===== config.mk =====
export PLATFORM = sky130hd
export DESIGN_NAME = alu_wb_retire_buffer
export DESIGN_NICKNAME = d
export VERILOG_FILES = /design/src/rtl/alu_definitions.sv /design/src/rtl/alu_wb_fifo.sv /design/src/rtl/alu_wb_retire_buffer.sv
export SDC_FILE = /design/constraint.sdc
export NUM_CORES = 1
export LEC_CHECK = 0
export BUFFER_PORTS_ARGS = -buffer_cell sky130_fd_sc_hd__buf_2
export CAP_MARGIN = 0
export CORE_UTILIZATION = 61
export DETAILED_ROUTE_END_ITERATION = 10
export PLACE_DENSITY = 0.89
export SLEW_MARGIN = 20
export SYNTH_ARGS = -nofsm -noshare
export SYNTH_HDL_FRONTEND = slang
export SYNTH_SLANG_ARGS = --single-unit

===== constraint.sdc =====
create_clock -name clk -period 6.9 [get_ports clk]
set_input_delay 0.69 -clock clk [delete_from_list [all_inputs] [get_ports clk]]
set_output_delay 0.69 -clock clk [all_outputs]
set_load 0.03 [all_outputs]

===== src/rtl/alu_definitions.sv =====
// Field widths and bit positions for one buffered ALU completion record.
// The record is kept as a flat vector so the FIFO underneath stays generic.
package alu_definitions;

  localparam int WFID_W  = 6;
  localparam int PC_W    = 32;
  localparam int VADDR_W = 10;
  localparam int SADDR_W = 9;

  localparam int VCC_EN_OFF  = 0;
  localparam int SGPR_EN_OFF = 1;
  localparam int VGPR_EN_OFF = 2;
  localparam int SADDR_OFF   = 3;
  localparam int VADDR_OFF   = SADDR_OFF + SADDR_W;
  localparam int PC_OFF      = VADDR_OFF + VADDR_W;
  localparam int WFID_OFF    = PC_OFF + PC_W;
  localparam int ENTRY_W     = WFID_OFF + WFID_W;

  function automatic logic [ENTRY_W-1:0] pack_entry(
    input logic [WFID_W-1:0]  wfid,
    input logic [PC_W-1:0]    pc,
    input logic [VADDR_W-1:0] vaddr,
    input logic [SADDR_W-1:0] saddr,
    input logic               vgpr_en,
    input logic               sgpr_en,
    input logic               vcc_en
  );
    logic [ENTRY_W-1:0] e;
    e = '0;
    e[WFID_OFF +: WFID_W]   = wfid;
    e[PC_OFF +: PC_W]       = pc;
    e[VADDR_OFF +: VADDR_W] = vaddr;
    e[SADDR_OFF +: SADDR_W] = saddr;
    e[VGPR_EN_OFF]          = vgpr_en;
    e[SGPR_EN_OFF]          = sgpr_en;
    e[VCC_EN_OFF]           = vcc_en;
    return e;
  endfunction

endpackage


===== src/rtl/alu_wb_fifo.sv =====
// Generic synchronous FIFO; a push into a full FIFO is accepted only when a
// pop frees the slot in the same cycle, otherwise it is silently dropped.
module alu_wb_fifo #(
  parameter int DEPTH = 4,
  parameter int WIDTH = 60
) (
  input  logic                     clk,
  input  logic                     rst,
  input  logic                     push_i,
  input  logic                     pop_i,
  input  logic [WIDTH-1:0]         wdata_i,
  output logic [WIDTH-1:0]         rdata_o,
  output logic [$clog2(DEPTH):0]   count_next_o,
  output logic                     full_o,
  output logic                     empty_o
);

  localparam int AW = $clog2(DEPTH);
  localparam logic [AW:0]   DEPTH_C = (AW+1)'(DEPTH);
  localparam logic [AW:0]   CNT_ONE = (AW+1)'(1);
  localparam logic [AW-1:0] PTR_ONE = AW'(1);

  logic [WIDTH-1:0] mem_q [DEPTH];
  logic [AW-1:0]    wr_ptr_q, wr_ptr_d;
  logic [AW-1:0]    rd_ptr_q, rd_ptr_d;
  logic [AW:0]      count_q, count_d;
  logic             do_push, do_pop;

  assign empty_o = (count_q == '0);
  assign full_o  = (count_q == DEPTH_C);
  assign do_pop  = pop_i & ~empty_o;
  assign do_push = push_i & (~full_o | do_pop);

  always_comb begin
    wr_ptr_d = wr_ptr_q;
    rd_ptr_d = rd_ptr_q;
    count_d  = count_q;
    if (do_push) wr_ptr_d = wr_ptr_q + PTR_ONE;
    if (do_pop)  rd_ptr_d = rd_ptr_q + PTR_ONE;
    case ({do_push, do_pop})
      2'b10:   count_d = count_q + CNT_ONE;
      2'b01:   count_d = count_q - CNT_ONE;
      default: count_d = count_q;
    endcase
  end

  always_ff @(posedge clk) begin
    if (rst) begin
      wr_ptr_q <= '0;
      rd_ptr_q <= '0;
      count_q  <= '0;
    end else begin
      wr_ptr_q <= wr_ptr_d;
      rd_ptr_q <= rd_ptr_d;
      count_q  <= count_d;
    end
  end

  // Storage needs no reset: nothing is read while count is zero.
  always_ff @(posedge clk) begin
    if (do_push) mem_q[wr_ptr_q] <= wdata_i;
  end

  assign rdata_o      = mem_q[rd_ptr_q];
  assign count_next_o = count_d;

endmodule


===== src/rtl/alu_wb_retire_buffer.sv =====
// In-order holding buffer between the ALU EX/WB flops and the shared register
// write port; entries retire on grant, or immediately when no write is needed.
module alu_wb_retire_buffer
  import alu_definitions::*;
#(
  parameter int DEPTH        = 4,
  parameter int AFULL_THRESH = 2
) (
  input  logic               clk,
  input  logic               rst,
  input  logic [WFID_W-1:0]  in_wfid,
  input  logic [PC_W-1:0]    in_instr_pc,
  input  logic [VADDR_W-1:0] in_vgpr_dest_addr,
  input  logic [SADDR_W-1:0] in_sgpr_dest_addr,
  input  logic               in_instr_done,
  input  logic               in_vgpr_dest_wr_en,
  input  logic               in_sgpr_dest_wr_en,
  input  logic               in_vcc_wr_en,
  input  logic               rf_wr_grant,
  output logic               out_rf_wr_req,
  output logic [WFID_W-1:0]  out_wfid,
  output logic [PC_W-1:0]    out_instr_pc,
  output logic [VADDR_W-1:0] out_vgpr_dest_addr,
  output logic [SADDR_W-1:0] out_sgpr_dest_addr,
  output logic               out_vgpr_dest_wr_en,
  output logic               out_sgpr_dest_wr_en,
  output logic               out_vcc_wr_en,
  output logic               out_retire,
  output logic [WFID_W-1:0]  out_retire_wfid,
  output logic               out_almost_full,
  output logic               out_overflow
);

  localparam int CW = $clog2(DEPTH) + 1;
  localparam logic [CW-1:0] AFULL_LVL = CW'(DEPTH - AFULL_THRESH);

  logic [ENTRY_W-1:0] wr_entry, head_entry;
  logic [CW-1:0]      count_next;
  logic               fifo_full, fifo_empty;
  logic               head_valid, needs_port, pop;
  logic               head_ven, head_sen, head_cen;
  logic               almost_full_q, almost_full_d;
  logic               overflow_q, overflow_d;

  assign wr_entry = pack_entry(in_wfid, in_instr_pc, in_vgpr_dest_addr, in_sgpr_dest_addr,
                               in_vgpr_dest_wr_en, in_sgpr_dest_wr_en, in_vcc_wr_en);

  alu_wb_fifo #(.DEPTH(DEPTH), .WIDTH(ENTRY_W)) u_fifo (
    .clk          (clk),
    .rst          (rst),
    .push_i       (in_instr_done),
    .pop_i        (pop),
    .wdata_i      (wr_entry),
    .rdata_o      (head_entry),
    .count_next_o (count_next),
    .full_o       (fifo_full),
    .empty_o      (fifo_empty)
  );

  // Masking with rst keeps a flush from emitting a retire pulse.
  assign head_valid = ~fifo_empty & ~rst;
  assign head_ven   = head_entry[VGPR_EN_OFF];
  assign head_sen   = head_entry[SGPR_EN_OFF];
  assign head_cen   = head_entry[VCC_EN_OFF];
  assign needs_port = head_valid & (head_ven | head_sen | head_cen);
  assign pop        = head_valid & (~needs_port | rf_wr_grant);

  assign out_rf_wr_req       = needs_port;
  assign out_wfid            = head_valid ? head_entry[WFID_OFF +: WFID_W]   : '0;
  assign out_instr_pc        = head_valid ? head_entry[PC_OFF +: PC_W]       : '0;
  assign out_vgpr_dest_addr  = head_valid ? head_entry[VADDR_OFF +: VADDR_W] : '0;
  assign out_sgpr_dest_addr  = head_valid ? head_entry[SADDR_OFF +: SADDR_W] : '0;
  assign out_vgpr_dest_wr_en = head_ven & pop;
  assign out_sgpr_dest_wr_en = head_sen & pop;
  assign out_vcc_wr_en       = head_cen & pop;
  assign out_retire          = pop;
  assign out_retire_wfid     = pop ? head_entry[WFID_OFF +: WFID_W] : '0;

  assign almost_full_d = (count_next >= AFULL_LVL);
  assign overflow_d    = overflow_q | (in_instr_done & fifo_full & ~pop);

  always_ff @(posedge clk) begin
    if (rst) begin
      almost_full_q <= 1'b0;
      overflow_q    <= 1'b0;
    end else begin
      almost_full_q <= almost_full_d;
      overflow_q    <= overflow_d;
    end
  end

  assign out_almost_full = almost_full_q;
  assign out_overflow    = overflow_q;

endmodule

* After elaboration in Yosys (flattened, before gate mapping)
Memories as Yosys holds them, arrays and structs flattened. A register that Yosys moved wholly into a read port is not among the register bits.
Cells that the tools add are included.
** Cells by class
- $add $sub $neg :: 4
- $lt $le $gt $ge :: 1
- Equality and inequality tests :: 3
- Multiplexer cells :: 10
- Bitwise gates (word level) :: 20
- Reduce and logical (&&, ||, !) cells :: 1
** Operator list (number)
- 2-to-1 mux 32 bit :: 1
- 2-to-1 mux 6 bit :: 2
- bitwise AND 1 bit :: 10
- 2-to-1 mux 10 bit :: 1
- 2-to-1 mux 9 bit :: 1
- case mux 3 bit (2 select lines) :: 1
- NOT 1 bit :: 5
- OR 1 bit :: 5
- adder 2 x 1 -> 2 bit, second input constant :: 2
- 2-to-1 mux 2 bit :: 2
- adder 3 x 1 -> 3 bit, second input constant :: 1
- equality test 3 bit, second input constant :: 1
- greater-or-equal comparator 3 x 2 -> 1 bit, second input constant :: 1
- zero test 3 bit :: 1
- subtractor 3 x 1 -> 3 bit, second input constant :: 1
- equality test 2 x 1 -> 1 bit, second input constant :: 1
- equality test 2 bit, second input constant :: 1
- 2-to-1 mux 1 bit :: 2
** Storage, ports and cells
- Register bits :: 9
- Memory bits (writable) :: 240
- Input bits :: 64
- Output and inout port bits :: 70
- Word-level logic and storage cells :: 45
- Memories kept :: 1
** Memories
- u_fifo.mem_q :: words 4, width 60, read ports 1, clocked after memory_dff 1, wr ports 1, line alu_wb_fifo.sv:23 : logic [WIDTH-1:0] mem_q [DEPTH];

* Logic depth before layout (Yosys ltp)
Gate-level depths: netlist of run 1.
- Word-level depth :: 13
- Depth in mapped cells :: 11

* Modules after synthesis
Synthesis of run 1 repeated with hierarchy kept, for this count alone.
** Unflattened totals
- Cells, all modules :: 455
- Area total of the unflattened synthesis :: 9948.3 um^2
** Modules (own cells, without submodules)
- alu_wb_fifo :: instances 1, cells an instance 369, area an instance 9344.0 um^2, sequential area each 7387.1 um^2
- alu_wb_retire_buffer :: instances 1, cells an instance 86, area an instance 604.3 um^2, sequential area each 40.0 um^2

* Least setup slack after synthesis of run 1
Ideal clock, no wire load.
- Path kind :: register to register
- From :: register with a tool-made name
- To :: memory u_fifo.mem_q[0][0], enable pin
- Library setup time :: 0.424 ns
- Arrival :: 2.908 ns
- Path slack :: 3.568 ns
- Cell stages (with the launch flop) :: 6
- Buffers on the path :: 1
- Period minus slack after synthesis :: 3.332 ns
- Cell sequence :: dfxtp_1 > buf_6 > mux4_2 > nor4b_1 > a22o_1 > and2_1
** RTL lines (line)
- to (decl) :: alu_wb_fifo.sv:23

==> results of run 1 <==
==> cells in the mapped netlist (2+ instances only) <==
cell type  number  area [sq um]
a21oi_1         4          20.0
a31oi_1         2          12.5
and2_1         67           419
and3_1          3          18.8
buf_2           6          30.0
clkbuf_1       14          52.6
dfxtp_1        11           220
edfxtp_1      240          7210
ha_1            5          62.6
inv_1           9          33.8
mux4_2         60          1350
nand2_1         2          7.51
nor2_1         11          41.3
nor3_1          2          10.0
o21ai_0         3          15.0
or3_1           2          12.5
xor2_1          2          17.5
==> layout make-up <==
cell class / instances / area share (%)
Multi-Input combinational cell: 173 / 18.5
Inverter: 9 / 0.298
Timing Repair Buffer: 140 / 6.33
Tap cell: 211 / 2.33
Clock buffer: 27 / 5.58
Clock inverter: 17 / 1.39
Sequential cell: 251 / 65.5
Antenna cell: 1 / 0.0221
==> worst max path at each step <==
| stage | slack (ps) | depth (start not counted) | end |
|---|---|---|---|
| final | 2650 | 6 | out_retire_wfid[1] |
| after CTS | 2590 | 6 | out_retire_wfid[1] |
| after global routing | 2480 | 6 | out_retire_wfid[1] |
| after detailed placement | 2740 | 10 | out_almost_full |
| after global placement | 2960 | 10 | out_almost_full |
| after floorplan | 3570 | 5 | u_fifo.mem_q[0][0] |
==> per-layer routing <==
metal,wire length [um],part of all wire (%),vias to the layer above
met5,13,0.072,-
met2,9450,53,230
met1,6990,39,2419
li1,-,-,2116
met4,571,3.2,2
met3,961,5.3,46
==> registers in the layout, indices dropped and copies added (netlist names), named ones only <==
name and cells:
out_almost_full 1, out_overflow 1, u_fifo.count_q 3, u_fifo.mem_q 240, u_fifo.rd_ptr_q 2, u_fifo.wr_ptr_q 2
==> kinds of logic after synthesis <==
logic type | count (synthesis) | share of synthesized area, %
flops | 251 | 77.0
simple gates | 90 | 5.51
mux | 62 | 14.2
buf+inv | 31 | 1.36
compound gates | 13 | 0.856
fa+ha+maj | 6 | 0.856
xor+xnor | 2 | 0.182
==> through the flow <==
step / worst slack [ps] / utilization, %
finish: 2650 / 74.1
global route: 2480 / 74.1
CTS: 2590 / 74.0
detailed placement: 2740 / 68.9
global placement: 2960 / 68.9
floorplan: 3570 / -
==> power breakdown <==
group          leakage, uW  switching [uW]  internal [uW]
registers          0.00230            68.5           1800
logic              0.00132             493            299
clock network     0.000379             525            770
total              0.00399            1090           2870
==> placed cells by master (no fill, tap or decap), types with 2 or more instances in the layout <==
cell,synthesis,final
buf_2,6,133
nor3_1,2,2
a31oi_1,2,2
inv_1,9,9
dfxtp_1,11,9
mux4_2,60,60
clkinv_2,0,2
and2_2,0,4
buf_4,0,7
clkinvlp_4,0,2
clkinv_1,0,9
or3_1,2,2
a21oi_1,4,4
nor2_1,11,10
clkbuf_16,0,25
o21ai_0,3,3
ha_1,5,5
and2_1,67,63
clkbuf_1,14,2
edfxtp_1,240,240
xor2_1,2,2
nand2_1,2,2
bufinv_16,0,3
and3_1,3,3
==> worst max-delay path: stages (launching register included) <==
cell and delay, ps:
dfxtp_2 820, buf_4 540, mux4_2 430, o31a_1 400, nor2_1 430, and2_1 210
buf_2 210
==> impl_metrics.env, run 1 <==
export IMPL_setup_tns_ps=0
export IMPL_final_area_sq_um=11300
export IMPL_yosysWarnings=0
export IMPL_gp_congestion=0.755
export IMPL_hpwl_um=11000
export IMPL_relSlewSlack_pct=49.4
export IMPL_criticalPathCategory="register to primary output"
export IMPL_clock_skew_final_ps=15.6
export IMPL_power_density_nw_per_um2=349
export IMPL_die_w_um=128
export IMPL_drv_slew=0
export IMPL_synth_seq_cells=251
export IMPL_firstDrtPassIters=5
export IMPL_nets=669
export IMPL_drc_errors=0
export IMPL_yosys_most_used_dff="edfxtp_1"
export IMPL_synthToLayoutAreaGrowth_pct=17.6
export IMPL_clock_sinks=251
export IMPL_hold_ws_ps=397
export IMPL_final_setup_viol_count=0
export IMPL_regArea_sq_um=7430
export IMPL_rows=45
export IMPL_crit_path_max_fanout=32
export IMPL_synthCells=455
export IMPL_finalHoldViolations=0
export IMPL_die_area_sq_um=16300
export IMPL_io_buffer_count=133
export IMPL_max_slew_worst_pin_slew_ps=759
export IMPL_core_sq_um=15300
export IMPL_vdd_drop_max_mv=0.237
export IMPL_power_leakage_uw=0.00399
export IMPL_cts_repair_resized=0
export IMPL_start_util_pct=63.0
export IMPL_layout_cells_non_filler=829
export IMPL_cp_start_kind="register"
export IMPL_grt_setup_unrepaired="false"
export IMPL_clkLatencyLatePin_ps=510
export IMPL_hold_end="u_fifo.mem_q[3][23]"
export IMPL_cts_buffers=24
export IMPL_place_area_sq_um=10500
export IMPL_wl_per_cell_um=21.7
export IMPL_die_h_um=128
export IMPL_vias_per_cell=5.81
export IMPL_dp_cells=784
export IMPL_clkTransAtPathRegs_ps=60
export IMPL_grtUsageMet3_pct=3.21
export IMPL_required_ps=6210
export IMPL_clockBufferDepth=3
export IMPL_grt_usage_pct=23.1
export IMPL_period_minus_slack_ps=4250
export IMPL_ant_nets=0
export IMPL_cts_root_buffer_cell="clkbuf_16"
export IMPL_drt_total_wl_um=18000
export IMPL_first_global_vias=4981
export IMPL_whs_path_depth=1
export IMPL_power_total_uw=3960
export IMPL_cts_hold_buffers=0
export IMPL_synth_edf_count=240
export IMPL_worstSetupEndpointType="primary output"
export IMPL_io_pins=134
export IMPL_grt_max_degree=49
export IMPL_cap_violations=0
export IMPL_cts_setup_buffers=0
export IMPL_crit_arrival_ps=3560
export IMPL_antenna_found_initial=2
export IMPL_grt_busiest_layer="met2"
export IMPL_drt_iter0_markers=479
export IMPL_drive_above_1_share_pct=39.2
export IMPL_vias=4813
export IMPL_cts_htree_levels=1
export IMPL_rrSetupSlack_ps=2730
export IMPL_grt_overflow_total=0
export IMPL_nFillCells=876
export IMPL_period_share_pct=61.6
export IMPL_avgSynthCellArea_sq_um=21.2
export IMPL_synth_cell_area_sq_um=9650
export IMPL_worstReg2RegEnd="out_almost_full"
export IMPL_grt_pass1_wl_um=27700
export IMPL_r2r_cells=10
export IMPL_grt_use_met2_pct=39.3
export IMPL_status="completed"
export IMPL_use_met1_pct=30.6
export IMPL_hold_path_class="input pin to register"
export IMPL_hp_start="in_instr_pc[1]"
export IMPL_synth_distinct_cells=29
export IMPL_multiInputGateArea_sq_um=2100
export IMPL_synth_nets=525
export IMPL_synth_seq_area_share_pct=77.0
export IMPL_fmax_ghz=0.235
export IMPL_postSynth_asyncResetShare_pct=0
export IMPL_cts_tree="yes"
Power figures use the tool's default switching activity.
==> inputs of run 2 (changes only) <==
--- a/config.mk
+++ b/config.mk
@@ -5,11 +5,12 @@
 export SDC_FILE = /design/constraint.sdc
 export NUM_CORES = 1
 export LEC_CHECK = 0
+export ABC_AREA = 1
 export BUFFER_PORTS_ARGS = -buffer_cell sky130_fd_sc_hd__buf_2
 export CAP_MARGIN = 0
-export CORE_UTILIZATION = 61
+export CORE_UTILIZATION = 57
 export DETAILED_ROUTE_END_ITERATION = 10
-export PLACE_DENSITY = 0.89
+export PLACE_DENSITY = 0.84
 export SLEW_MARGIN = 20
 export SYNTH_ARGS = -nofsm -noshare
 export SYNTH_HDL_FRONTEND = slang
==> constraint.sdc (replaced) <==
create_clock -name clk -period 3.95 [get_ports clk]
set_input_delay 0.395 -clock clk [delete_from_list [all_inputs] [get_ports clk]]
set_output_delay 0.395 -clock clk [all_outputs]
set_load 0.03 [all_outputs]
==> impl_metrics.env, run 2 <==
export IMPL_io_pins=134
export IMPL_grt_overflow_total=0
export IMPL_clock_skew_final_ps=6.16
export IMPL_crit_path_max_fanout=31
export IMPL_synth_cell_area_sq_um=9890
export IMPL_layout_cells_non_filler=1147
export IMPL_synth_distinct_cells=27
export IMPL_cp_start_kind="register"
export IMPL_dr_wl_met2_um=9910
export IMPL_largest_register="u_fifo.mem_q"
export IMPL_hpwl_um=11100
export IMPL_synthTopCellsByArea="edfxtp_1 (73%), nor2_1 (8.6%), o21ai_0 (5.3%), a21oi_1 (3.4%), dfxtp_1 (2.2%)"
export IMPL_cap_violations=0
export IMPL_mostFrequentLayoutCell="edfxtp_1"
export IMPL_grt_usage_pct=23.0
export IMPL_post_place_ws_ps=221
export IMPL_drt_total_wl_um=20700
export IMPL_die_h_um=134
export IMPL_synth_seq_area_share_pct=75.1
export IMPL_top_layer_used="met4"
export IMPL_rows=47
export IMPL_synth_top_cell_by_area="edfxtp_1"
export IMPL_status="completed"
export IMPL_avgSynthCellArea_sq_um=12.6
export IMPL_clkLatencyLatePin_ps=510
export IMPL_hold_path_class="input pin to register"
export IMPL_worstSetupEndpointType="register"
export IMPL_io_buffer_count=133
export IMPL_cts_root_buffer_cell="clkbuf_16"
export IMPL_synthToLayoutAreaGrowth_pct=16.7
export IMPL_synth_nets=854
export IMPL_dp_cells=1102
export IMPL_firstDrtPassIters=5
export IMPL_final_setup_viol_count=0
export IMPL_synth_edf_count=240
export IMPL_fmax_ghz=0.288
export IMPL_final_cell_mix="edfxtp_1 (240), nor2_1 (222), buf_2 (133)"
export IMPL_top_regs="u_fifo.mem_q x240, u_fifo.count_q x3"
export IMPL_first_global_vias=6039
export IMPL_synth_top_area_share_pct=72.8
export IMPL_m1WireLength_um=8720
export IMPL_wl_per_cell_um=18.0
export IMPL_drt_iter0_markers=634
export IMPL_power_density_nw_per_um2=557
export IMPL_largest_reg_flops=240
export IMPL_drc_errors=0
export IMPL_synth_common_cells="edfxtp_1 (240), nor2_1 (226), o21ai_0 (105)"
export IMPL_grt_setup_unrepaired="false"
export IMPL_period_share_pct=88.0
export IMPL_synthCells=784
export IMPL_cts_buffers=24
export IMPL_core_sq_um=16800
export IMPL_drv_slew=0
export IMPL_cts_hold_buffers=0
export IMPL_nets=978
export IMPL_period_minus_slack_ps=3470
export IMPL_clockBufferDepth=3
export IMPL_yosys_most_used_dff="edfxtp_1"
export IMPL_final_core_util_pct=68.9
export IMPL_die_w_um=134
export IMPL_antenna_found_initial=2
export IMPL_relSlewSlack_pct=51.1
export IMPL_yosysWarnings=0
export IMPL_ant_nets=0
export IMPL_layout_setup_ws_ps=476
export IMPL_nFillCells=1113
export IMPL_postSynth_asyncResetShare_pct=0
export IMPL_crit_arrival_ps=3870
export IMPL_grt_max_degree=61
export IMPL_clkTransAtPathRegs_ps=60
export IMPL_vdd_drop_max_mv=0.317
export IMPL_cts_tree="yes"
export IMPL_power_leakage_uw=0.00429
export IMPL_required_ps=4340
export IMPL_grt_pass1_wl_um=31500
export IMPL_cts_setup_buffers=0
export IMPL_power_total_uw=6430
export IMPL_cts_repair_resized=0
export IMPL_vias=6427
export IMPL_clock_sinks=251
export IMPL_vias_per_cell=5.60
export IMPL_wl_met3_um=1740
export IMPL_synth_most_common_cell="edfxtp_1"
export IMPL_criticalPathCategory="register to register"
export IMPL_gp_congestion=0.776
export IMPL_synth_seq_cells=251
export IMPL_setup_tns_ps=0
export IMPL_die_area_sq_um=17900
export IMPL_drive_above_1_share_pct=21.3
export IMPL_cts_htree_levels=1
export IMPL_finalHoldViolations=0
export IMPL_max_slew_worst_pin_slew_ps=734
export IMPL_start_util_pct=59.0
run 2: cell count changes after synthesis, sizes merged, moves of 17 or more:
cell and delta:
nor2 +215, o21ai +104, and2 -67, a21oi +64, mux4 -60, nand2 +40
buf +17
run 2: through the flow:
step | area (sq um) | hold WS [ps]
after floorplan | 9890 | 444
after global placement | 10800 | 462
after detailed placement | 10800 | 468
after CTS | 11500 | 87.4
after global routing | 11500 | 85.7
final | 11500 | 100
run 2: final timing paths:
kind / to / from / slack (ps) / cells past startpoint
worst max-delay path: out_almost_full / register / 480 / 16
worst min-delay path: u_fifo.mem_q[3][44] / in_instr_pc[22] / 100 / 1
worst min register to register: u_fifo.count_q[0] / u_fifo.count_q[0] / 480 / 1
worst max register to register: out_almost_full / register / 480 / 16
run 2: where the power goes:
group / internal (uW) / switching, uW / leakage [uW]
Combinational: 285 / 810 / 0.00162
Sequential: 3090 / 56.6 / 0.00229
Clock: 1280 / 913 / 0.000375
run 2: layout make-up:
type                            count  area [sq um]  share of cell area (%)
Antenna cell                        2          5.00                  0.0434
Clock buffer                       39           741                    6.42
Clock inverter                      4          20.0                   0.173
Inverter                           18          68.8                   0.596
Multi-Input combinational cell    469          2200                    19.0
Sequential cell                   251          7430                    64.4
Tap cell                          220           275                    2.39
Timing Repair Buffer              144           798                    6.92
run 2: cells by family after synthesis:
| family | after synthesis | share of synthesized area [%] |
|---|---|---|
| simple gates | 279 | 11.1 |
| xor+xnor | 1 | 0.0885 |
| buf+inv | 64 | 3.01 |
| flops | 251 | 75.1 |
| fa+ha+maj | 6 | 0.835 |
| compound gates | 183 | 9.85 |
run 2: layer usage:
metal,GRT usage [%],vias to the layer above
met5,0,-
met4,6.82,0
met3,4.83,29
met2,37.0,288
met1,31.7,3092
li1,-,3018
run 2: critical path, stage by stage, from the launching register on:
cell     delay (ps)
dfxtp_4         580
inv_2           360
nand3_1         230
nand2_2         100
nand3_4         110
nand2_2          80
nand2_4         170
nand2_4          90
nand2_2         210
ha_1            200
inv_1            70
fa_1            390
a21oi_1         140
o21ai_0         110
o21ai_0         160
a21oi_1          70
or2_2           270
==> inputs of run 3 (changes only) <==
--- a/config.mk
+++ b/config.mk
@@ -6,11 +6,12 @@
 export NUM_CORES = 1
 export LEC_CHECK = 0
 export ABC_AREA = 1
+export ABC_CLOCK_PERIOD_IN_PS = 3600
 export BUFFER_PORTS_ARGS = -buffer_cell sky130_fd_sc_hd__buf_2
 export CAP_MARGIN = 0
-export CORE_UTILIZATION = 57
+export CORE_UTILIZATION = 40
 export DETAILED_ROUTE_END_ITERATION = 10
-export PLACE_DENSITY = 0.84
+export PLACE_DENSITY = 0.64
 export SLEW_MARGIN = 20
 export SYNTH_ARGS = -nofsm -noshare
 export SYNTH_HDL_FRONTEND = slang
==> constraint.sdc (replaced) <==
create_clock -name clk -period 3.6 [get_ports clk]
set_input_delay 0.36 -clock clk [delete_from_list [all_inputs] [get_ports clk]]
set_output_delay 0.36 -clock clk [all_outputs]
set_load 0.03 [all_outputs]
==> impl_metrics.env, run 3 (synthesis results as in run 2) <==
export IMPL_cts_setup_buffers=0
export IMPL_drv_slew=0
export IMPL_clkTransAtPathRegs_ps=60
export IMPL_final_area_sq_um=11700
export IMPL_mostFrequentLayoutCell="edfxtp_1"
export IMPL_clock_skew_final_ps=13.3
export IMPL_firstDrtPassIters=5
export IMPL_largest_register="u_fifo.mem_q"
export IMPL_power_density_nw_per_um2=613
export IMPL_cap_violations=0
export IMPL_grt_overflow_total=0
export IMPL_io_pins=134
export IMPL_drt_iter0_markers=397
export IMPL_gp_congestion=0.800
export IMPL_crit_path_max_fanout=98
export IMPL_die_w_um=159
export IMPL_cts_buffers=26
export IMPL_largest_reg_flops=240
export IMPL_start_util_pct=40.7
export IMPL_drc_errors=0
export IMPL_die_h_um=159
export IMPL_period_share_pct=90.4
export IMPL_power_leakage_uw=0.00432
export IMPL_finalHoldViolations=0
export IMPL_worstSetupEndpointType="primary output"
export IMPL_cts_tree="yes"
export IMPL_hold_path_class="input pin to register"
export IMPL_die_area_sq_um=25400
export IMPL_antenna_found_initial=2
export IMPL_grt_setup_unrepaired="false"
export IMPL_status="completed"
export IMPL_hpwl_um=11900
export IMPL_drt_total_wl_um=21300
export IMPL_period_minus_slack_ps=3250
export IMPL_final_setup_viol_count=0
export IMPL_vias_per_cell=4.95
export IMPL_max_slew_worst_pin_slew_ps=930
export IMPL_required_ps=3240
export IMPL_top_regs="u_fifo.mem_q x240, u_fifo.count_q x3"
export IMPL_vdd_drop_max_mv=0.247
export IMPL_synthToLayoutAreaGrowth_pct=18.5
export IMPL_relSlewSlack_pct=38.0
export IMPL_wl_per_cell_um=17.0
export IMPL_final_cell_mix="edfxtp_1 (240), nor2_1 (222), buf_2 (133)"
export IMPL_grt_usage_pct=16.8
export IMPL_place_area_sq_um=10900
export IMPL_core_sq_um=24300
export IMPL_cts_hold_buffers=0
export IMPL_grt_max_degree=99
export IMPL_fmax_ghz=0.307
export IMPL_nets=981
export IMPL_cts_htree_levels=1
export IMPL_crit_arrival_ps=2890
export IMPL_cts_repair_resized=0
export IMPL_clkLatencyLatePin_ps=520
export IMPL_cp_start_kind="register"
export IMPL_vias=6211
export IMPL_clockBufferDepth=3
export IMPL_ant_nets=0
export IMPL_drive_above_1_share_pct=21.5
export IMPL_clock_sinks=251
export IMPL_first_global_vias=5882
export IMPL_cts_root_buffer_cell="clkbuf_16"
export IMPL_rows=57
export IMPL_grt_pass1_wl_um=33100
export IMPL_setup_tns_ps=0
export IMPL_io_buffer_count=133
export IMPL_criticalPathCategory="register to primary output"
==> run 3: cell types whose count changed in the layout (fill, tap and decap cells not counted), sizes merged <==
cell,before,now
buf,144,145
bufinv,0,1
clkbuf,39,38
clkinv,5,8
clkinvlp,0,1
diode,2,1
==> run 3: stage by stage <==
stage / std cells / utilization (%) / worst slack, ps / hold slack [ps] / power [uW]
after floorplan: 784 / - / -559 / 432 / 4340
after global placement: 1207 / 44.9 / 487 / 464 / 4710
after detailed placement: 1207 / 44.9 / 425 / 474 / 4730
after CTS: 1254 / 48.2 / 299 / 29.9 / 7270
after global routing: 1254 / 48.2 / 47.7 / 37.2 / 7490
final: 1255 / 48.2 / 347 / 54.1 / 7190
==> run 3: metal layers <==
| layer | routed length [um] | vias up | global-route usage [%] |
|---|---|---|---|
| met4 | 203 | 2 | 3.72 |
| met1 | 10300 | 2979 | 24.9 |
| met2 | 9530 | 190 | 25.6 |
| met5 | 8 | - | 0 |
| met3 | 1320 | 17 | 3.26 |
| li1 | - | 3023 | - |
==> run 3: path summary, 6_finish.rpt <==
check	end	cells past startpoint	slack [ps]	startpoint
setup / recovery	out_retire_wfid[0]	6	350	register
hold / removal	u_fifo.mem_q[0][51]	1	50	in_instr_pc[29]
setup reg to reg	out_almost_full	16	400	register
hold reg to reg	u_fifo.count_q[0]	1	490	u_fifo.count_q[0]
==> run 3: final cells by class <==
cell class                      instances  area, sq um
Clock buffer                           38          747
Antenna cell                            1         2.50
Tap cell                              324          405
Clock inverter                          9         67.6
Fill cell                            2098        12600
Sequential cell                       251         7430
Multi-Input combinational cell        469         2200
Timing Repair Buffer                  145          806
Inverter                               18         68.8
==> run 3: power by group <==
group / internal (uW) / switching (uW) / leakage (uW)
logic: 314 / 890 / 0.00163
clock network: 1500 / 1040 / 0.000396
registers: 3390 / 58.2 / 0.00229
total: 5210 / 1980 / 0.00432
==> run 3: worst max-delay path, stage by stage (launching register included) <==
cell	delay (ps)
dfxtp_4	440
clkinv_2	250
buf_4	750
nand2_1	100
a32o_1	310
nor2_1	210
buf_2	240
